<file path="src/rtl/uart_rx_key_pkg.sv">
`default_nettype none
// ============================================================================
//  Module      : uart_rx_key_pkg
//  Description : Constants shared by the keypad UART receive and transmit
//                paths: ASCII key codes, oversampling ratio, receiver FSM
//                state encoding and small decode helpers.
//  Revision    : 1.0  initial release
// ============================================================================
package uart_rx_key_pkg;

  // Oversampling ratio of the receive sampler (fixed)
  localparam int OVERSAMPLE = 16;

  // Width of the per-bit sample counter and the sample index at bit centre
  localparam int          SAMPLE_CNT_W = 4;
  localparam logic [3:0]  MID_SAMPLE   = 4'd8;
  localparam logic [3:0]  SAMP_LAST    = 4'(OVERSAMPLE - 1);

  // ASCII codes produced by keys 1..4
  localparam logic [7:0]  KEY1_ASCII = 8'd49;
  localparam logic [7:0]  KEY2_ASCII = 8'd50;
  localparam logic [7:0]  KEY3_ASCII = 8'd51;
  localparam logic [7:0]  KEY4_ASCII = 8'd52;

  // Receiver FSM encoding
  localparam int STATE_W = 3;
  typedef logic [STATE_W-1:0] state_t;

  localparam state_t ST_IDLE      = 3'd0;
  localparam state_t ST_START     = 3'd1;
  localparam state_t ST_DATA      = 3'd2;
  localparam state_t ST_STOP      = 3'd3;
  localparam state_t ST_WAIT_IDLE = 3'd4;

  // One-hot key decode: bit0 = '1' .. bit3 = '4', zero for any other byte
  function automatic logic [3:0] key_decode(input logic [7:0] b);
    logic [3:0] k;
    k = 4'b0000;
    case (b)
      KEY1_ASCII: k = 4'b0001;
      KEY2_ASCII: k = 4'b0010;
      KEY3_ASCII: k = 4'b0100;
      KEY4_ASCII: k = 4'b1000;
      default:    k = 4'b0000;
    endcase
    return k;
  endfunction

  // Two-out-of-three majority vote
  function automatic logic majority3(input logic a, input logic b, input logic c);
    return (a & b) | (a & c) | (b & c);
  endfunction

endpackage
`default_nettype wire

</file>
<file path="src/rtl/uart_baud_tick.sv">
`default_nettype none
// ============================================================================
//  Module      : uart_baud_tick
//  Description : Oversampling tick generator. Emits a 1-cycle tick every
//                DIV = CLK_FREQ/(BAUD*OVERSAMPLE) clocks; restart realigns the
//                phase so the first tick lands DIV clocks after the restart.
//  Revision    : 1.0  initial release
// ============================================================================
module uart_baud_tick
  import uart_rx_key_pkg::*;
#(
  parameter int CLK_FREQ = 50_000_000,
  parameter int BAUD     = 9600
) (
  input  logic clk_50MHz,
  input  logic rst,
  input  logic restart,
  output logic tick
);

  // Divider ratio (integer floor); must be at least 1
  localparam int DIV   = CLK_FREQ / (BAUD * OVERSAMPLE);
  localparam int CNT_W = (DIV > 1) ? $clog2(DIV) : 1;
  localparam logic [CNT_W-1:0] DIV_LAST = CNT_W'(DIV - 1);

  logic [CNT_W-1:0] r_cnt;
  logic             r_tick;

  // Free-running divider, reloaded to zero on restart
  always_ff @(posedge clk_50MHz) begin
    if (rst || restart) begin
      r_cnt  <= '0;
      r_tick <= 1'b0;
    end else if (r_cnt == DIV_LAST) begin
      r_cnt  <= '0;
      r_tick <= 1'b1;
    end else begin
      r_cnt  <= r_cnt + 1'b1;
      r_tick <= 1'b0;
    end
  end

  assign tick = r_tick;

endmodule
`default_nettype wire

</file>
<file path="src/rtl/uart_rx_key.sv">
`default_nettype none
// ============================================================================
//  Module      : uart_rx_key
//  Description : 16x oversampling 8N1 UART receiver. Presents each good byte
//                with a 1-cycle uart_rdsig strobe, flags bad stop bits with
//                frame_err, and decodes ASCII '1'..'4' into a one-hot key_hit.
//  Revision    : 1.0  initial release
// ============================================================================
module uart_rx_key
  import uart_rx_key_pkg::*;
#(
  parameter int CLK_FREQ = 50_000_000,
  parameter int BAUD     = 9600
) (
  input  logic       clk_50MHz,
  input  logic       rst,
  input  logic       uart_rx,
  output logic [7:0] uart_dataout,
  output logic       uart_rdsig,
  output logic       frame_err,
  output logic [3:0] key_hit,
  output logic       busy
);

  // Bit-period positions within a frame: 0 = start, 1..8 = data, 9 = stop
  localparam logic [3:0] LAST_DATA_POS = 4'd8;

  // Synchronizer and edge detect
  logic r_sync1;
  logic r_sync2;
  logic r_rx_prev;
  logic w_rx;
  logic w_fall;
  logic w_start_det;

  // Timing
  logic                    w_tick;
  logic [SAMPLE_CNT_W-1:0] r_samp_cnt;   // index of the most recent sample
  logic [3:0]              r_bit_pos;
  logic                    w_samp_mid;   // this tick takes sample 8
  logic                    w_samp_late;  // this tick takes sample 9 (vote window complete)

  // Data path
  logic [1:0] r_win;                     // samples 7 and 8 of the current bit
  logic       w_vote;
  logic [7:0] r_shift;
  logic [3:0] r_high_cnt;

  // FSM
  state_t r_state;
  state_t w_state_next;

  // Output decode and registers
  logic       w_byte_ok;
  logic       w_byte_bad;
  logic [3:0] w_key_next;
  logic [7:0] r_dataout;
  logic       r_rdsig;
  logic       r_ferr;
  logic [3:0] r_key;

  uart_baud_tick #(
    .CLK_FREQ (CLK_FREQ),
    .BAUD     (BAUD)
  ) u_baud_tick (
    .clk_50MHz (clk_50MHz),
    .rst       (rst),
    .restart   (w_start_det),
    .tick      (w_tick)
  );

  assign w_rx        = r_sync2;
  assign w_fall      = r_rx_prev & ~w_rx;
  assign w_start_det = (r_state == ST_IDLE) && w_fall;
  assign w_samp_mid  = w_tick && (r_samp_cnt == (MID_SAMPLE - 4'd1));
  assign w_samp_late = w_tick && (r_samp_cnt == MID_SAMPLE);
  assign w_vote      = majority3(r_win[1], r_win[0], w_rx);

  // Two-flop synchronizer plus one history flop for falling-edge detection
  always_ff @(posedge clk_50MHz) begin
    if (rst) begin
      r_sync1   <= 1'b1;
      r_sync2   <= 1'b1;
      r_rx_prev <= 1'b1;
    end else begin
      r_sync1   <= uart_rx;
      r_sync2   <= r_sync1;
      r_rx_prev <= r_sync2;
    end
  end

  // FSM state register
  always_ff @(posedge clk_50MHz) begin
    if (rst) begin
      r_state <= ST_IDLE;
    end else begin
      r_state <= w_state_next;
    end
  end

  // FSM next-state logic
  always_comb begin
    w_state_next = r_state;
    case (r_state)
      ST_IDLE: begin
        if (w_fall) begin
          w_state_next = ST_START;
        end
      end
      ST_START: begin
        if (w_samp_mid) begin
          w_state_next = w_rx ? ST_IDLE : ST_DATA;
        end
      end
      ST_DATA: begin
        if (w_samp_late && (r_bit_pos == LAST_DATA_POS)) begin
          w_state_next = ST_STOP;
        end
      end
      ST_STOP: begin
        if (w_samp_late) begin
          w_state_next = w_vote ? ST_IDLE : ST_WAIT_IDLE;
        end
      end
      ST_WAIT_IDLE: begin
        if (w_tick && w_rx && (r_high_cnt == SAMP_LAST)) begin
          w_state_next = ST_IDLE;
        end
      end
      default: w_state_next = ST_IDLE;
    endcase
  end

  // FSM output decode: strobe requests and key decode for the completed frame
  always_comb begin
    w_byte_ok  = 1'b0;
    w_byte_bad = 1'b0;
    w_key_next = 4'b0000;
    if ((r_state == ST_STOP) && w_samp_late) begin
      w_byte_ok  = w_vote;
      w_byte_bad = ~w_vote;
      if (w_vote) begin
        w_key_next = key_decode(r_shift);
      end
    end
  end

  assign busy = (r_state != ST_IDLE);

  // Sample and bit-period counters, aligned to the detected falling edge
  always_ff @(posedge clk_50MHz) begin
    if (rst || w_start_det) begin
      r_samp_cnt <= '0;
      r_bit_pos  <= '0;
    end else if (w_tick && (r_state != ST_IDLE)) begin
      r_samp_cnt <= r_samp_cnt + 1'b1;
      if (r_samp_cnt == SAMP_LAST) begin
        r_bit_pos <= r_bit_pos + 4'd1;
      end
    end
  end

  // Vote window history and LSB-first shift register
  always_ff @(posedge clk_50MHz) begin
    if (rst) begin
      r_win   <= 2'b11;
      r_shift <= '0;
    end else begin
      if (w_tick) begin
        r_win <= {r_win[0], w_rx};
      end
      // Position 0 is the start bit; its late sample is ignored
      if ((r_state == ST_DATA) && w_samp_late && (r_bit_pos != 4'd0)) begin
        r_shift <= {w_vote, r_shift[7:1]};
      end
    end
  end

  // Consecutive high-tick counter used to leave WAIT_IDLE after a line fault
  always_ff @(posedge clk_50MHz) begin
    if (rst || (r_state != ST_WAIT_IDLE) || !w_rx) begin
      r_high_cnt <= '0;
    end else if (w_tick) begin
      r_high_cnt <= r_high_cnt + 4'd1;
    end
  end

  // Registered outputs: data held between good bytes, strobes for one cycle
  always_ff @(posedge clk_50MHz) begin
    if (rst) begin
      r_dataout <= '0;
      r_rdsig   <= 1'b0;
      r_ferr    <= 1'b0;
      r_key     <= 4'b0000;
    end else begin
      r_rdsig <= w_byte_ok;
      r_ferr  <= w_byte_bad;
      r_key   <= w_key_next;
      if (w_byte_ok) begin
        r_dataout <= r_shift;
      end
    end
  end

  assign uart_dataout = r_dataout;
  assign uart_rdsig   = r_rdsig;
  assign frame_err    = r_ferr;
  assign key_hit      = r_key;

endmodule
`default_nettype wire

</file>
<file path="config.mk">
export PLATFORM = sky130hd
export DESIGN_NAME = uart_rx_key
export DESIGN_NICKNAME = d
export VERILOG_FILES = /design/src/rtl/uart_rx_key_pkg.sv /design/src/rtl/uart_baud_tick.sv /design/src/rtl/uart_rx_key.sv
export SDC_FILE = /design/constraint.sdc
export NUM_CORES = 1
export LEC_CHECK = 0
export BUFFER_PORTS_ARGS = -buffer_cell sky130_fd_sc_hd__buf_2
export CAP_MARGIN = 0
export CORE_ASPECT_RATIO = 1.4
export CORE_MARGIN = 2
export CORE_UTILIZATION = 55
export CTS_CLUSTER_DIAMETER = 100
export DETAILED_ROUTE_END_ITERATION = 8
export GPL_TIMING_DRIVEN = 0
export PLACE_DENSITY = 0.82
export SYNTH_ARGS = -nofsm -noshare
export SYNTH_HDL_FRONTEND = slang
export SYNTH_HIERARCHICAL = 1
export SYNTH_SLANG_ARGS = --single-unit
</file>
<file path="constraint.sdc">
create_clock -name clk_50MHz -period 4.3 [get_ports clk_50MHz]
set_clock_uncertainty 0.15 [all_clocks]
set_input_delay 0.43 -clock clk_50MHz [delete_from_list [all_inputs] [get_ports clk_50MHz]]
set_output_delay 0.43 -clock clk_50MHz [all_outputs]
set_load 0.05 [all_outputs]
</file>
==> results of run 1 <==
[flip-flops by register name, indices dropped and copies added (netlist names), 2 cells and up]
| name | flops |
|---|---|
| r_high_cnt | 4 |
| r_bit_pos | 4 |
| r_shift | 8 |
| u_baud_tick/r_cnt | 9 |
| r_state | 3 |
| r_win | 2 |
| key_hit | 4 |
| r_samp_cnt | 4 |
| uart_dataout | 8 |
[final cells by class]
cell class	count	area (um2)
clock buffers	5	68.8
multi-input cells	156	1120
fillers	320	1430
repair buffers	17	85.1
clock inverters	3	27.5
well taps	43	53.8
flip-flops and latches	52	1040
inverters	10	37.5
plain buffers	9	55.1
[routing by layer]
layer,part of all wire (%),vias to the layer above,GRT usage [%]
li1,-,833,-
met1,44,776,20.6
met2,51,17,32.3
met3,2.6,6,3.89
met4,2.0,0,9.77
met5,0,-,0
[cells by family after synthesis]
group / count (synthesis) / synth area share, %
AOI/OAI and AO/OA: 19 / 7.83
xor gates and xnor gates: 12 / 4.67
adders and majority gates: 8 / 4.33
buffers and inverters: 19 / 4.11
DFF: 52 / 46.2
muxes: 20 / 9.11
and+or+nand+nor: 97 / 23.7
[worst register-to-register path: stages (launching register included)]
cell,delay (ps)
dfxtp_1,410
inv_1,60
ha_1,190
and4b_1,190
buf_6,130
o21a_4,120
o311ai_4,270
mux2_4,330
[through the flow]
| step | utilization (%) | instance area (um2) | setup WS, ps |
|---|---|---|---|
| after floorplan | - | 2250 | 2420 |
| after global placement | 61.0 | 2390 | 2390 |
| after detailed placement | 61.0 | 2390 | 2370 |
| after CTS | 63.5 | 2490 | 2330 |
| after global routing | 63.5 | 2490 | 2250 |
| final | 63.5 | 2490 | 2340 |
[placed cells by master, fill, tap and decap left out, types with 2 or more instances in the layout]
cell type	instances
dfxtp_1	52
nor2_1	41
buf_2	19
mux2i_1	19
inv_1	10
nand4_1	7
xnor2_1	7
ha_1	7
or3_1	6
or2_2	6
nor3_1	6
nand2_1	5
xor2_1	5
clkbuf_8	5
nor2b_1	4
o21ai_0	4
clkbuf_1	3
buf_4	3
and3b_1	3
nand3_1	3
a21oi_1	3
a21oi_2	3
nand4b_1	2
nand2b_1	2
a211o_1	2
[worst max-delay path by stage]
stage	to	slack, ps
after floorplan	u_baud_tick/r_cnt[6]	2420
after CTS	busy	2330
after detailed placement	r_state[0]	2370
after global routing	r_state[0]	2250
final	busy	2340
after global placement	r_state[0]	2390
[report_power, final]
part	switching [mW]	total (mW)	internal (mW)	leakage (nW)
combinational	0.0661	0.110	0.0440	0.625
sequential	0.00975	0.499	0.490	0.420
clock	0.172	0.291	0.120	0.0463
==> impl_metrics.yaml, run 1 <==
synthesis:
  synthesis.nets: 237
  cell_area_after_synthesis_um2: 2250
  seq_area_frac_synth_pct: 46.2
  synthesis.area_per_instance_um2: 9.92
  synth-seq-cells: 52
  yosysTopAreaCellShare_pct: 46.2
  yosysWarnings: 6
  yosys_most_used_dff: "dfxtp_1"
  post_synth_main_area_contributors: "dfxtp_1 (46%), mux2i_1 (8.4%), nor2_1 (6.8%)"
  post-synth-top-count-cell: "dfxtp_1"
  synth_enable_flop_cells: 0
  post_synth_inst_count: 227
  yosys.cell_types.count: 46
  synth_largest_area_cell: "dfxtp_1"
  ys_async_sr_fraction_pct: 0
  post_synth_most_frequent_cells: "dfxtp_1 (52), nor2_1 (41), mux2i_1 (19)"
clocking:
  cts_resized: 0
  clkLatencyLatePin_ps: 310
  postCtsSetupRepairBufs: 0
  ctsLongestPathBuffers: 2
  cts.root.buffer_cell: "clkbuf_8"
  number_of_h_tree_levels: 2
  worst_setup_hold_path_clk_slew_ps: 100
  cts_tree: "yes"
  cts-buffers-inserted: 5
  cts_hold_repair.buffers: 0
  numClockSinks: 52
floorplan:
  io_count: 18
  die_area_um2: 4630
  core_area_um2: 3920
  die_h_um: 79.7
  die_x_um: 58.1
  core.rowCount: 27
  effective_utilization_at_floorplan_pct: 57.5
setup_path:
  setup.worst_path.class: "reg2out"
  timing.critical_path.slowest_cell_delay_ps: 440
  timing.reg2reg.setup_slack_ps: 2370
  critical_path.startpoint_type: "register"
  timing.rr.start: "r_samp_cnt[0]"
  cp_cell_sequence: "or3_1 > buf_2"
  reg2reg_to: "r_state[0]"
  cp_num_cells: 2
  largest_fanout_on_the_critical_path: 8
  critical_path.slowest_cell: "or3_1"
  crit_family: "simple AND/OR/NAND/NOR gates"
  timing.critical_path.arrival_ps: 1380
  timing.critical_path.to_type: "output port"
  cp.required_ps: 3720
  critPathBufInv: 1
  worst_setup_path_startpoint: "r_state[1]"
  worst_r2r_path_depth: 7
timing:
  finalHoldViolations: 0
  tightestPinTransition_ps: 438
  grt_setup_unrepaired: "false"
  share_of_the_cycle_needed_by_the_critical_path_after_routing_pct: 45.6
  slew_viol_final: 0
  slew-limit-headroom_pct: 70.8
  achievable-frequency_mhz: 510
  final-setup-viol-count: 0
  timing.setup.tns_ps: 0
  layout_min_cycle_time_ps: 1960
  finalHoldWorstSlack_ps: 141
min_path:
  whs_path_depth: 2
  holdCritStartpoint: "uart_rx"
  hold_end: "r_sync1"
  min_path_type: "in2reg"
detailed_routing:
  detailedRoute.firstIterationViolations: 28
  antenna_violating_nets_post_route: 0
  post_drt_wl_per_cell_um: 12.6
  vias_per_cell: 5.53
  drtPass1Iterations: 4
  route.detailed.drc: 0
  detailed_route_wl_mm: 3.73
  vias: 1632
run:
  maxCapViolations: 0
power:
  power_density_nw_per_um2: 362
  static_leak_nw: 1.09
  irDropWorstVdd_v: 0.000273
  finalPower_uw: 901
global_route:
  grtUsageTotal_pct: 18.5
  via_count_of_the_first_global_routing_pass: 1560
  grt_start_max_net_pins: 19
  number_of_antenna_violations_at_the_first_check_in_global_routing: 0
  grt_first_pass_wirelength_mm: 6.63
  grt_remaining_overflow: 0
place:
  place_hpwl_mm: 2.66
  buffers_on_ports: 17
  number_of_placed_instances_with_taps_included: 287
  globalplace.congestion: 0.845
run_status:
  outcome: "finished, final reports clean"
cells_and_area:
  area_growth_pct: 10.4
  drive_above_1_share_pct: 20.2
  instances_no_fill: 295
  antenna_diodes: 0
  final_nets: 261
No activity file was read; power rests on OpenSTA's default activity.
==> inputs of run 2 (changes only) <==
- CORE_UTILIZATION: 55 -> 53
- PLACE_DENSITY: 0.82 -> 0.83
- clock period: 4.3 -> 1.7 ns (I/O delays scaled with it)
==> impl_metrics.yaml, run 2 (synthesized netlist as in run 1, its figures left out) <==
run_status:
  outcome: "finished with violations"
  failed_checks: "setup timing"
setup_path:
  reg2reg_to: "r_state[0]"
  critical_path.slowest_cell: "dfxtp_4"
  timing.rr.start: "r_samp_cnt[0]"
  timing.critical_path.arrival_ps: 1880
  cp.required_ps: 1750
  critical_path.startpoint_type: "register"
  timing.critical_path.to_type: "register"
  setup.worst_path.class: "reg2reg"
  timing.reg2reg.setup_slack_ps: -130
  largest_fanout_on_the_critical_path: 4
  worst_r2r_path_depth: 6
  cp_cell_sequence: "inv_4 > ha_4 > and4b_2 > o21a_4 > o311ai_4 > mux2_4"
  timing.critical_path.slowest_cell_delay_ps: 400
floorplan:
  io_count: 18
  effective_utilization_at_floorplan_pct: 54.0
  die_h_um: 81.1
  die_area_um2: 4790
  core_area_um2: 4170
  die_x_um: 59.1
  core.rowCount: 28
cells_and_area:
  area_growth_pct: 18.9
  largest_register_ffs: 9
  registers.top_by_ff_count: "u_baud_tick/r_cnt"
  final_common_cell: "dfxtp_1"
  antenna_diodes: 0
  drive_above_1_share_pct: 30.0
  mostFrequentLayoutCells: "dfxtp_1 (47), nor2_1 (40), buf_2 (19), mux2i_1 (19), buf_4 (12)"
  instances_no_fill: 308
  final_nets: 272
clocking:
  numClockSinks: 52
  cts-buffers-inserted: 5
  worst_setup_hold_path_clk_slew_ps: 100
  cts_tree: "yes"
  cts.root.buffer_cell: "clkbuf_8"
  ctsLongestPathBuffers: 2
  number_of_h_tree_levels: 2
  clkLatencyLatePin_ps: 300
power:
  irDropWorstVdd_v: 0.000809
  static_leak_nw: 1.14
  power_density_nw_per_um2: 879
  finalPower_mw: 2.35
timing:
  worst_slack_ps: -134
  tightestPinTransition_ps: 456
  share_of_the_cycle_needed_by_the_critical_path_after_routing_pct: 108
  grt_setup_unrepaired: "true"
  layout_min_cycle_time_ps: 1830
  finalHoldViolations: 0
  slew_viol_final: 0
  slew-limit-headroom_pct: 69.6
  achievable-frequency_mhz: 545
  timing.setup.tns_ps: -619
  final-setup-viol-count: 11
global_route:
  grt_start_max_net_pins: 19
  grt_first_pass_wirelength_mm: 6.83
  grt_remaining_overflow: 0
  grtUsageTotal_pct: 18.4
  via_count_of_the_first_global_routing_pass: 1614
  number_of_antenna_violations_at_the_first_check_in_global_routing: 0
min_path:
  whs_path_depth: 4
  hold_end: "key_hit[3]"
  min_path_type: "in2reg"
  holdCritStartpoint: "rst"
detailed_routing:
  vias: 1730
  vias_per_cell: 5.62
  route.detailed.drc: 0
  drtPass1Iterations: 4
  detailed_route_wl_mm: 4.18
  antenna_violating_nets_post_route: 0
  post_drt_wl_per_cell_um: 13.6
  detailedRoute.firstIterationViolations: 115
place:
  globalplace.congestion: 0.700
  number_of_placed_instances_with_taps_included: 289
  place_hpwl_mm: 2.82
  worst_slack_at_placement_ps: -225
  buffers_on_ports: 17
run:
  maxCapViolations: 0
[run 2: cell types whose count changed in the layout (fill, tap and decap cells not counted), moves of 2 or more]
cell / delta
inv_1: -3
dfxtp_4: +3
ha_1: -3
ha_4: +2
or3_1: -2
dfxtp_1: -5
dfxtp_2: +2
buf_4: +9
inv_4: +2
or3_4: +2
[run 2: worst max-delay path by stage]
stage	start	to	slack [ps]	cells past startpoint
2_1_floorplan	r_samp_cnt[0]	r_state[0]	-120	7
3_3_place_gp	r_bit_pos[1]	r_state[0]	-190	6
3_5_place_dp	r_bit_pos[1]	r_state[0]	-230	6
4_1_cts	r_samp_cnt[1]	r_state[0]	-120	6
5_1_grt	r_samp_cnt[0]	r_state[0]	-180	6
6_report	r_samp_cnt[0]	r_state[0]	-130	6
[run 2: final cells by class]
type | instances | area (um2)
Buffer | 8 | 47.5
Clock buffer | 5 | 68.8
Clock inverter | 3 | 27.5
Fill cell | 326 | 1490
Inverter | 10 | 42.5
Multi-Input combinational cell | 156 | 1200
Sequential cell | 52 | 1050
Tap cell | 45 | 56.3
Timing Repair Buffer | 29 | 181
[run 2: timing repair]
action | 4_1_cts | 5_1_grt
gates resized for setup | 15 | 9
pin swaps | 3 | 6
setup buffers | 6 | 5
setup endpoints to repair | 29 | 34
hold buffers | 1 | 0
endpoints found under the hold margin | 1 | 0
[run 2: power by group]
part | internal, mW | switching, mW
logic | 0.167 | 0.199
clock network | 0.303 | 0.428
registers | 1.23 | 0.0227
[run 2: through the flow]
stage	utilization (%)	cell area, um2	hold slack (ps)
2_1_floorplan	-	2260	124
6_report	64.2	2680	132
4_1_cts	62.4	2600	53.1
3_3_place_gp	57.7	2400	212
5_1_grt	64.2	2680	136
3_5_place_dp	57.7	2400	217
[run 2: routing by layer]
layer	global-route usage (%)	wire length [um]
met5	0	0
met4	7.95	108
met3	4.14	141
met2	33.1	2210
met1	20.2	1730
[run 2: critical path: cells and delay by family, from the launching register on]
family	cells	cell delay, ps
AOI/OAI and AO/OA	2	420
DFF	1	400
muxes	1	330
and+or+nand+nor	1	250
adders and majority gates	1	140
buffers and inverters	1	40
